File: src/rtl/quantizer_pkg.sv
// Shared widths and derived constants for the delta-sigma quantizer.
// Step size and top level are derived from the widths so the datapath scales with them.
package quantizer_pkg;

  localparam int DEFAULT_INPUT_WIDTH  = 16;
  localparam int DEFAULT_OUTPUT_WIDTH = 3;

  // Distance between adjacent reconstruction levels.
  function automatic int quant_step(input int input_width, input int output_width);
    return 1 << (input_width - output_width);
  endfunction

  function automatic int max_level(input int output_width);
    return (1 << output_width) - 1;
  endfunction

  typedef logic signed [DEFAULT_INPUT_WIDTH-1:0] quant_err_t;

endpackage

File: src/rtl/quantizer_round.sv
// Combinational core: adds the NTF feedback, rounds half-up to a level, saturates,
// and forms the clamped signed quantization error.
module quant_round
  import quantizer_pkg::*;
#(
  parameter int INPUT_WIDTH  = DEFAULT_INPUT_WIDTH,
  parameter int OUTPUT_WIDTH = DEFAULT_OUTPUT_WIDTH
) (
  input  logic [INPUT_WIDTH-1:0]  x_in,
  input  logic [INPUT_WIDTH-1:0]  ntf_in,
  output logic [OUTPUT_WIDTH-1:0] lvl,
  output logic [INPUT_WIDTH-1:0]  err
);

  localparam int SHIFT = INPUT_WIDTH - OUTPUT_WIDTH;
  localparam int WW    = INPUT_WIDTH + 2;

  localparam logic [WW-1:0] HALF_STEP = WW'(quant_step(INPUT_WIDTH, OUTPUT_WIDTH) / 2);
  localparam logic [WW-1:0] MAX_LVL_W = WW'(max_level(OUTPUT_WIDTH));
  localparam logic [OUTPUT_WIDTH-1:0] MAX_LVL = {OUTPUT_WIDTH{1'b1}};
  localparam logic signed [WW-1:0] ERR_MAX = {3'b000, {(INPUT_WIDTH-1){1'b1}}};
  localparam logic signed [WW-1:0] ERR_MIN = {3'b111, {(INPUT_WIDTH-1){1'b0}}};

  logic [INPUT_WIDTH:0]   sum;
  logic [WW-1:0]          rounded;
  logic [WW-1:0]          lvl_wide;
  logic [WW-1:0]          recon;
  logic signed [WW-1:0]   err_wide;

  always_comb begin
    sum      = {1'b0, x_in} + {1'b0, ntf_in};
    // The extra headroom bit keeps the rounding offset from wrapping at full scale.
    rounded  = {1'b0, sum} + HALF_STEP;
    lvl_wide = rounded >> SHIFT;
    lvl      = (lvl_wide > MAX_LVL_W) ? MAX_LVL : lvl_wide[OUTPUT_WIDTH-1:0];
    recon    = {{(WW-OUTPUT_WIDTH){1'b0}}, lvl} << SHIFT;
    err_wide = $signed({1'b0, sum}) - $signed(recon);
    // NOTE: every branch below assigns err, so no latch is inferred.
    if (err_wide > ERR_MAX) begin
      err = ERR_MAX[INPUT_WIDTH-1:0];
    end else if (err_wide < ERR_MIN) begin
      err = ERR_MIN[INPUT_WIDTH-1:0];
    end else begin
      err = err_wide[INPUT_WIDTH-1:0];
    end
  end

endmodule

File: src/rtl/quantizer.sv
// Multi-level uniform quantizer for the DEM-DAC path: registers the level code and
// the signed quantization error with one cycle of latency.
module quantizer
  import quantizer_pkg::*;
#(
  parameter int INPUT_WIDTH  = DEFAULT_INPUT_WIDTH,
  parameter int OUTPUT_WIDTH = DEFAULT_OUTPUT_WIDTH
) (
  input  logic                    clk_i,
  input  logic                    rst_i,
  input  logic [INPUT_WIDTH-1:0]  x_in_i,
  input  logic [INPUT_WIDTH-1:0]  ntf_in_i,
  output logic [OUTPUT_WIDTH-1:0] quantized_out_o,
  output logic [INPUT_WIDTH-1:0]  quant_error_o
);

  logic [OUTPUT_WIDTH-1:0] lvl;
  logic [INPUT_WIDTH-1:0]  err;

  quant_round #(
    .INPUT_WIDTH (INPUT_WIDTH),
    .OUTPUT_WIDTH(OUTPUT_WIDTH)
  ) u_round (
    .x_in  (x_in_i),
    .ntf_in(ntf_in_i),
    .lvl   (lvl),
    .err   (err)
  );

  // NOTE: sequential state uses non-blocking assignments so every flop samples pre-edge values.
  always_ff @(posedge clk_i or negedge rst_i) begin
    if (!rst_i) begin
      quantized_out_o <= '0;
      quant_error_o   <= '0;
    end else begin
      quantized_out_o <= lvl;
      quant_error_o   <= err;
    end
  end

endmodule

File: config.mk
export PLATFORM = sky130hd
export DESIGN_NAME = quantizer
export DESIGN_NICKNAME = d
export VERILOG_FILES = /design/src/rtl/quantizer_pkg.sv /design/src/rtl/quantizer_round.sv /design/src/rtl/quantizer.sv
export SDC_FILE = /design/constraint.sdc
export NUM_CORES = 1
export LEC_CHECK = 0
export ABC_AREA = 1
export CAP_MARGIN = 20
export CORE_MARGIN = 2
export CORE_UTILIZATION = 49
export DETAILED_ROUTE_END_ITERATION = 8
export GPL_TIMING_DRIVEN = 0
export MAX_ROUTING_LAYER = met4
export PLACE_DENSITY_LB_ADDON = 0.08
export SYNTH_ARGS = -nofsm -noshare
export SYNTH_HDL_FRONTEND = slang
export SYNTH_SLANG_ARGS = --single-unit
File: constraint.sdc
create_clock -name clk_i -period 0.8 [get_ports clk_i]
set_input_delay 0.12 -clock clk_i [delete_from_list [all_inputs] [get_ports clk_i]]
set_output_delay 0.12 -clock clk_i [all_outputs]
set_load 0.01 [all_outputs]
After elaboration in Yosys (flattened, before gate mapping)
Index checks and enable logic that the tools add are counted.

$lt $le $gt $ge: 3. Add/sub/neg operators: 3. Muxes and demuxes: 3.

Operator list (number): $mux 16 (2); $add 17x13->18 const B (1); $gt 18x16->1 const B (1); $lt 18x16->1 const B (1); $sub 17x16->18 (1); $add 16x16->17 (1); $gt 5x3->1 const B (1); $mux 3 (1).

Output and inout bits: 19. Word-level logic and storage cells: 11. Flip-flop bits (word level): 19.

Longest topological paths before layout
Word-level depth: 8. Gate-level depth with buffers: 28. Depth with buffers taken out: 27.

Hierarchy
From an unflattened synthesis, not the netlist that was laid out.

Cells, all modules: 278. Area total of the unflattened synthesis: 1935.6 um^2.

Modules (own cells, without submodules): quant_round (sequential area each 0.0 um^2, cells each 259, instances 1, area an instance 1460.2 um^2); quantizer (sequential area each 475.5 um^2, cells each 19, instances 1, area an instance 475.5 um^2).

Worst setup path before layout
No wires, ideal clock.

Path type: input to register. Start point: input x_in_i[0]. End point: register quant_error_o[13]. Buffers on the path: 1. Slack: -2433 ps. Arrival time: 3117 ps. Cell stages on the path: 25. Cell sequence: ha_1 > inv_1 > fa_1 > inv_1 > nand3_1 > nand3_1 > nand3_1 > nand3_1 > nand2_1 > nand2_2 > ha_1 > nand3_1 > nor2_2 > nand3_1 > nand2_2 > nand2_1 > fa_1 > or2_1 > nand2_1 > inv_1 > nand3_2 > nand2_4 > buf_12 > nand2_1 > nand2_1.

Longest elaborated chain between the ends: 8. Elaborated cells on any way between the ends: 9.

RTL lines: from (decl) (RTL line quantizer.sv:11) `input logic [INPUT_WIDTH-1:0] x_in_i,`; $add 16x16->17 * (RTL line quantizer_round.sv:31) `sum = {1'b0, x_in} + {1'b0, ntf_in};`; $add 17x13->18 * (RTL line quantizer_round.sv:33) `rounded = {1'b0, sum} + HALF_STEP;`; $gt 5x3->1 (RTL line quantizer_round.sv:35) `lvl = (lvl_wide > MAX_LVL_W) ? MAX_LVL : lvl_wide[OUTPUT_WIDTH-1:0];`; $mux 3 * (RTL line quantizer_round.sv:35); named net lvl[1] (RTL line quantizer.sv:17) `logic [OUTPUT_WIDTH-1:0] lvl;`; $sub 17x16->18 * (RTL line quantizer_round.sv:37) `err_wide = $signed({1'b0, sum}) - $signed(recon);`; $lt 18x16->1 (RTL line quantizer_round.sv:41) `end else if (err_wide < ERR_MIN) begin`; $mux 16 (RTL line quantizer_round.sv:41); $mux 16 * (RTL line quantizer_round.sv:39) `if (err_wide > ERR_MAX) begin`; named net err[13] (RTL line quantizer.sv:18) `logic [INPUT_WIDTH-1:0] err;`; to (signal assigned) (RTL line quantizer.sv:37) `quant_error_o <= err;`; to (decl) (RTL line quantizer.sv:14) `output logic [INPUT_WIDTH-1:0] quant_error_o`.

The timed path passes the listed nets; every way through them passes the cells marked *.

Worst setup path after layout
Start point: input ntf_in_i[9]. End point: register quant_error_o[11].

Longest elaborated chain between the ends: 8. Elaborated cells on any way between the ends: 9.

RTL lines: from (decl) (RTL line quantizer.sv:12) `input logic [INPUT_WIDTH-1:0] ntf_in_i,`; $add 16x16->17 * (RTL line quantizer_round.sv:31); $add 17x13->18 * (RTL line quantizer_round.sv:33); $gt 5x3->1 (RTL line quantizer_round.sv:35); $mux 3 * (RTL line quantizer_round.sv:35); named net lvl[1] (RTL line quantizer.sv:17); $sub 17x16->18 * (RTL line quantizer_round.sv:37); $lt 18x16->1 (RTL line quantizer_round.sv:41); $mux 16 (RTL line quantizer_round.sv:41); $mux 16 * (RTL line quantizer_round.sv:39); named net err[11] (RTL line quantizer.sv:18).

Marks and branches as above.

==> flow_summary.ini <==
[pwr]
p_int_w = 0.00367
powerDensity_mw_per_mm2 = 2050
comb_power_share_pct = 67.8
vdd_drop_max_mv = 0.896
clockPowerShare_pct = 9.9
p_leak_nw = 1.62
power.share.sequential_pct = 22.3
switching_share_pct = 44.9
p_switching_w = 0.00299

[place]
port_buffers = 52
gp_congestion = 0.942
dpl.hpwl_microns = 3380
dpl_worst_slack_ps = -3010

[synth]
yosys_warnings = 0
async_reset_ff_share_pct = 100
yosysSeqAreaShare_pct = 24.6
syn_inst = 278
synth_area_sq_mm = 0.00194
yosysTopAreaCell = dfrtp_1
syn_area_per_cell_sq_um = 6.96
ys_types = 28
synth-edff-count = 0
ys_ff_latch = 19
synth_ff_type = dfrtp_1
synth_nets = 332
yosys.area.top_type_share_pct = 24.6
synth.area.top_cells = dfrtp_1, nand2_1, ha_1

[timing]
rsz0062_at_grt = true
fin_crit_ps = 3080
setup_viol = 38
hold_violations = 0
maxSlewHeadroom_pct = 47.7
worst_pin_slew_ps = 784
finalCritPeriodShare_pct = 385
setup_slack_ps = -2280
clock.fmax_ghz = 0.324
holdWs_ps = 45.9
drv_slew = 0
tns_ps = -40780

[clocking]
clk_path_buf_depth = 2
cts_buffers = 3
ctsRootBufferMaster = clkbuf_8
cts.clk_slew.worst_paths_ps = 70
tritoncts = yes
clock_sinks = 19
h-tree-depth = 1

[floorplan]
io_pins = 53
start_util_pct = 52.1
chipHeight_microns = 66.9
fp-row-count = 22
fp.dieW_microns = 66.9
dieArea_sq_mm = 0.00447
core_sq_mm = 0.00372

[grt]
overflow = 0
grt_max_degree = 20
grt_antenna_before_repair = 0
grt_pass1_vias = 2064
grt_pass1_wl_microns = 8690
grtUsageTotal_pct = 25.8

[drt]
drt-total-wl_microns = 7100
drt_iter0_drc = 150
ant_nets = 0
drc = 0
routedWlPerCell_microns = 17.1
via_per_inst = 5.63
drt-pass1-iter-count = 7
vias = 2343

[final_layout]
final_cell_mix = nand2_1, nand2_2, inv_1, buf_4
final_layout_size_suffix_gt1_share_pct = 54.1
areaGrowthSynthToFinish_pct = 67.6
final.fill_count = 181
seqCellArea_sq_um = 475
layout.nets = 423
insertedDiodeCount = 0
final_common_cell = nand2_1
multi_input_area_sq_mm = 0.00175

[run_status]
status = finished with violations
violations = negative setup slack

[worst_setup_path]
slowest_stage = ha_4
end_kind = flop
cp_num_buf_inv = 5
cp_max_fo = 10
crit_required_ps = 940
slowest_delay_ps = 320
crit_top_cell = nand2_2
crit_family = simple AND/OR/NAND/NOR gates
startpoint_type = primary input
worstPathArrival_ps = 3230
crit_type = primary input to flop

[worst_hold_path]
hp-class = primary input to async pin

[flow_run]
maxCapViolations = 0
[Yosys cell counts, types with 5 or more instances]
cell type / number
a21oi_1: 9
dfrtp_1: 19
ha_1: 18
inv_1: 41
inv_2: 9
nand2_1: 94
nand2_2: 23
nand3_1: 13
nand3_2: 5
nor2_1: 9
xnor2_1: 7
[sequential cells by signal (all words and copies together), names as in the netlist]
signal,cells
quant_error_o,16
quantized_out_o,3
[power by group through the flow]
stage | logic [W] | clock network (W) | registers, W
finish | 0.00452 | 0.000659 | 0.00148
floorplan | 0.00188 | 0 | 0.00173
global route | 0.00482 | 0.000712 | 0.00152
CTS | 0.00370 | 0.000651 | 0.00148
global placement | 0.00339 | 0 | 0.00150
detailed placement | 0.00345 | 0 | 0.00151
[cells by family after synthesis]
logic type,synth area share (%)
fa+ha+maj,13.7
buf+inv,11.5
simple gates,39.9
compound gates,5.37
flops,24.6
xor+xnor,4.98
[final cells by class]
class / instances / area share (%)
multi-input cells: 207 / 53.9
inverters: 50 / 5.79
flip-flops and latches: 19 / 14.7
plain buffers: 2 / 1.08
repair buffers: 86 / 21.3
well taps: 48 / 1.85
clock inverters: 1 / 0.154
clock buffers: 3 / 1.27
[layer usage]
metal,track usage (%),up-vias,wire (microns)
met2,48.0,147,3720
met4,11.0,0,314
met5,-,-,0
met3,2.03,40,448
met1,28.0,1118,2610
li1,-,1038,-
[what timing repair did]
item,CTS,global route
pin swaps,31,31
hold buffers,0,0
cloned,1,0
endpoints found under the hold margin,0,0
setup endpoints to repair,57,38
resized for setup,178,61
setup buffers,25,8
[final timing paths]
check                            start           endpoint  slack, ps  cells after the start
min in group clk_i         ntf_in_i[0]   quant_error_o[0]        180                      4
max in group asynchronous        rst_i  quant_error_o[15]        260                      1
max                        ntf_in_i[9]  quant_error_o[11]      -2280                     26
min                              rst_i   quant_error_o[2]         50                      1
[per-stage QoR]
| stage | cell area (sq um) | utilization [%] | total power (W) | std cells |
|---|---|---|---|---|
| floorplan | 2010 | - | 0.00361 | 278 |
| global placement | 2590 | 69.6 | 0.00489 | 378 |
| detailed placement | 2590 | 69.6 | 0.00496 | 378 |
| CTS | 2990 | 80.4 | 0.00583 | 408 |
| global route | 3240 | 87.3 | 0.00705 | 416 |
| finish | 3240 | 87.3 | 0.00666 | 416 |
Note: power is estimated with default switching activity, not from simulation.
